### config.mk
export PLATFORM = sky130hd
export DESIGN_NAME = complex_lane_demux
export DESIGN_NICKNAME = d
export VERILOG_FILES = /design/src/rtl/complex_lane_demux.sv
export SDC_FILE = /design/constraint.sdc
export NUM_CORES = 1
export LEC_CHECK = 0
export CORE_ASPECT_RATIO = 0.6
export CORE_MARGIN = 4
export CORE_UTILIZATION = 30
export CTS_CLUSTER_DIAMETER = 120
export DETAILED_ROUTE_END_ITERATION = 16
export HOLD_SLACK_MARGIN = 0.02
export SYNTH_ARGS = -nofsm -noshare
export SYNTH_HDL_FRONTEND = slang
export SYNTH_SLANG_ARGS = --single-unit
### constraint.sdc
create_clock -name clk -period 5.5 [get_ports clk]
set_input_delay 0.55 -clock clk [delete_from_list [all_inputs] [get_ports clk]]
set_output_delay 0.55 -clock clk [all_outputs]
set_load 0.05 [all_outputs]
### src/rtl/complex_lane_demux.sv
// complex_lane_demux
//   Collects LANES consecutive accepted Re/Im samples from a serial stream and
//   presents them as one parallel word. Idle cycles do not break a group,
//   in_sop realigns to lane 0, and in_last flushes a partial group together
//   with a lane mask that shows which lanes hold real samples.
//
// Parameters
//   bit_width : width of each Re/Im sample (signed two's complement)
//   LANES     : samples per output group (power of two, 2..16)
//   LW        : lane counter width, derived from LANES (leave at default)
//
// Ports
//   clk, rst_n      : clock (rising edge), asynchronous active-low reset
//   Re_i, Im_i      : input sample
//   in_valid        : sample present this cycle
//   in_sop, in_last : frame start / frame end, qualified by in_valid
//   Re_o, Im_o      : grouped samples, lane k at [k*bit_width +: bit_width]
//   lane_mask       : bit k set when lane k holds a real sample
//   out_valid       : one-cycle pulse per presented group
//   out_last        : group was closed by in_last
//   err_align       : one-cycle pulse when in_sop drops a partial group
module complex_lane_demux #(
    parameter int bit_width = 16,
    parameter int LANES     = 4,
    parameter int LW        = $clog2(LANES)
) (
    input  logic                          clk,
    input  logic                          rst_n,
    input  logic signed [bit_width-1:0]   Re_i,
    input  logic signed [bit_width-1:0]   Im_i,
    input  logic                          in_valid,
    input  logic                          in_sop,
    input  logic                          in_last,
    output logic [LANES*bit_width-1:0]    Re_o,
    output logic [LANES*bit_width-1:0]    Im_o,
    output logic [LANES-1:0]              lane_mask,
    output logic                          out_valid,
    output logic                          out_last,
    output logic                          err_align
);

    logic [LW-1:0]              r_lane;
    logic [bit_width-1:0]       r_stg_re [LANES];
    logic [bit_width-1:0]       r_stg_im [LANES];

    logic [LW-1:0]              w_lane_eff;
    logic                       w_close;
    logic [LANES*bit_width-1:0] w_grp_re;
    logic [LANES*bit_width-1:0] w_grp_im;
    logic [LANES-1:0]           w_grp_mask;

    // Lane the current sample lands in: in_sop forces realignment to lane 0.
    // The closing sample bypasses staging so the group appears one cycle later.
    always_comb begin
        w_lane_eff = in_sop ? '0 : r_lane;
        w_close    = in_valid && ((w_lane_eff == LW'(LANES - 1)) || in_last);
        w_grp_re   = '0;
        w_grp_im   = '0;
        w_grp_mask = '0;
        for (int unsigned k = 0; k < LANES; k++) begin
            if (LW'(k) < w_lane_eff) begin
                w_grp_re[k*bit_width +: bit_width] = r_stg_re[k];
                w_grp_im[k*bit_width +: bit_width] = r_stg_im[k];
                w_grp_mask[k]                      = 1'b1;
            end else if (LW'(k) == w_lane_eff) begin
                w_grp_re[k*bit_width +: bit_width] = Re_i;
                w_grp_im[k*bit_width +: bit_width] = Im_i;
                w_grp_mask[k]                      = 1'b1;
            end
        end
    end

    // A partial group dropped by in_sop is never cleared from staging: lanes
    // above the closing lane are masked to zero when the next group closes.
    always_ff @(posedge clk or negedge rst_n) begin
        if (!rst_n) begin
            r_lane    <= '0;
            for (int unsigned k = 0; k < LANES; k++) begin
                r_stg_re[k] <= '0;
                r_stg_im[k] <= '0;
            end
            Re_o      <= '0;
            Im_o      <= '0;
            lane_mask <= '0;
            out_valid <= 1'b0;
            out_last  <= 1'b0;
            err_align <= 1'b0;
        end else begin
            out_valid <= 1'b0;
            err_align <= in_valid && in_sop && (r_lane != '0);
            if (in_valid) begin
                if (w_close) begin
                    Re_o      <= w_grp_re;
                    Im_o      <= w_grp_im;
                    lane_mask <= w_grp_mask;
                    out_valid <= 1'b1;
                    out_last  <= in_last;
                    r_lane    <= '0;
                end else begin
                    r_stg_re[w_lane_eff] <= Re_i;
                    r_stg_im[w_lane_eff] <= Im_i;
                    r_lane               <= w_lane_eff + 1'b1;
                end
            end
        end
    end

endmodule

==> flow_summary.ini <==
[outcome]
run_status = complete, no violations

[timing]
fin_skew_ns = 0.0152
worstMarginPinSlew_ns = 1.08
rsz0062_at_grt = false
setup_tns_ns = 0
finalHoldViolations = 0
period_needed_ns = 3.67
setup_slack_ns = 1.83
fmax_mhz = 273
drv_slew = 0
period_share_pct = 66.7
max_slew_margin_pct = 28.2
setup_viol = 0

[synthesis]
ys_seq_area_share_pct = 60.6
async_reset_ff_share_pct = 100
synth.distinct_cells = 24
synth_top_area_share_pct = 60.6
yosysMostFrequentCell = dfrtp_1
synthFlopType = dfrtp_1
avgSynthCellArea_sq_um = 11.3
synth_edf_count = 0
yosys-top-cells-count = dfrtp_1, nand2_1, nor2_1, mux2_1, nand3_1
yosysTopAreaCell = dfrtp_1
yosys_warnings = 0
synth-seq-cells = 233
syn_nets = 893
syn-cell-area_sq_mm = 0.00962
synth_area_leaders = dfrtp_1, mux2_1, nand2_1, nor2_1, nand3_1
synthCells = 850

[critical_path]
worstRegToRegCells = 9
cp_slowest_stage_delay_ns = 0.75
cpMostUsedCell = buf_4
worst_setup_path_start_kind = input port
critPathSlowestCell = inv_4
crit_type = input port to flip-flop
r2r_slack_ns = 2.07
required_ns = 5.94
crit_path_max_fanout = 99
cp_data_arrival_time_ns = 4.10
crit_chain = clkdlybuf4s50_1, nand2b_2, buf_4, inv_2, ha_2, buf_4, o21ai_4, inv_4, nor2_1, a31oi_1
cp-end-kind = flip-flop

[floorplan]
die_w_microns = 239
start_util_pct = 30.6
die_area_sq_mm = 0.0351
rows = 50
die_y_microns = 147
core_sq_mm = 0.0314
io_pins = 172

[layout]
multi_input_area_sq_mm = 0.00346
fill_cells = 3046
drive_gt1_share_pct = 6.57
area_growth_pct = 30.0
diodes = 0
final_nets = 1031
ff_latch_area_sq_mm = 0.00583

[pwr]
report.power.total_mw = 5.17
vdd_drop_max_mv = 0.184
p_per_area_mw_per_mm2 = 413
p_leak_nw = 5.56

[clocking]
cts_tree = built
cts_max_level = 1
post_cts_buffers = 0
root_buffer = clkbuf_16
cts_buffer_depth = 3
path_clk_slew_ns = 0.06
holdBufCountCts = 0
cts.sinks = 233
cts_made_buffers = 24
postCtsResizedCells = 0
insertion_delay_ns = 0.53

[global_routing]
grt_pass1_vias = 6974
grt_first_pass_wirelength_microns = 42800
grt_antenna_before_repair = 0
grt_max_degree = 125
grt_overflow_total = 0
grt_use_total_pct = 15.4

[route]
dr.first_iter.drc_count = 520
post_drt_wl_per_cell_microns = 18.9
ant_nets = 0
dr.pass1.iters = 5
dr_total_vias = 6837
drcViolationCount = 0
viasPerCell = 4.81
wl_microns = 26900

[placement]
portBuffers = 171
place_hpwl_microns = 16500
place.gp.congestion = 0.719
post-place-ws_ns = 1.29

[run]
maxCapViolations = 0

[hold_path]
holdCritPathClass = input port to async pin
worst max-delay path, delay by kind of cell:
family	cells	cell delay, ns
AND/OR/NAND/NOR	2	0.29
adder cells (fa/ha/maj)	1	0.32
AO/OA/AOI/OAI	2	0.31
buffers and inverters	5	2.53
layout make-up:
class / count / area share [%]
clock buffer: 34 / 5.59
clock inverter: 9 / 1.60
inverter: 5 / 0.170
multi-input combinational: 546 / 27.6
sequential: 233 / 46.6
tap: 416 / 4.16
timing repair buffer: 178 / 14.2
path summary, 6_finish.rpt:
| path | startpoint | to |
|---|---|---|
| max | in_sop | Im_o[30]$_DFFE_PN0P_ |
| min | rst_n | Re_o[59]$_DFFE_PN0P_ |
| max reg2reg | r_lane[1]$_DFFE_PN0P_ | Im_o[30]$_DFFE_PN0P_ |
| min reg2reg | Im_o[59]$_DFFE_PN0P_ | Im_o[59]$_DFFE_PN0P_ |
| max in group asynchronous | rst_n | r_stg_im[63]$_DFFE_PN0P_ |
| min in group clk | Im_o[59]$_DFFE_PN0P_ | Im_o[59]$_DFFE_PN0P_ |
sequential cells by signal (all words and copies together) (netlist names):
register / flops
Im_o: 64
Re_o: 64
r_stg_im: 48
r_stg_re: 48
lane_mask: 4
r_lane: 2
err_align: 1
out_last: 1
out_valid: 1
logic make-up after synthesis:
family / synth area share (%)
muxes: 14.6
buffers and inverters: 3.73
AOI/OAI and AO/OA: 7.03
DFF: 60.6
adders and majority gates: 0.780
and+or+nand+nor: 13.3
placed cells by master (no fill, tap or decap), drive strengths merged, types with 3 or more instances in the layout:
master	n
a31oi	34
mux2i	32
o21ai	37
mux2	96
and2	3
inv	5
ha	6
nand2	139
buf	9
dfrtp	233
clkbuf	34
clkdlybuf4s50	169
nor2	95
nand3	66
nand2b	3
bufinv	6
a221oi	30
routing by layer:
metal / up-vias / part of all wire (%) / global-route usage (%)
met5: - / 0 / 0
met4: 0 / 1.3 / 2.26
met3: 30 / 6.6 / 4.52
met2: 160 / 45 / 24.1
met1: 3429 / 47 / 21.9
li1: 3218 / - / -
where the power goes:
group / switching (mW) / total [mW] / leakage (nW) / internal, mW
clock network: 0.686 / 1.85 / 0.432 / 1.17
registers: 0.155 / 2.17 / 2.91 / 2.02
logic: 0.737 / 1.14 / 2.23 / 0.404
stage by stage:
step | cells | util (%) | hold slack (ns) | instance area, sq um
6_report | 1421 | 39.8 | 0.00396 | 12500
5_1_grt | 1421 | 39.8 | 0.108 | 12500
4_1_cts | 1421 | 39.8 | 0.0935 | 12500
3_5_place_dp | 1378 | 37.0 | 0.455 | 11600
3_3_place_gp | 1378 | 37.0 | 0.450 | 11600
2_1_floorplan | 850 | - | 0.254 | 9620
Power figures use the tool's default switching activity.
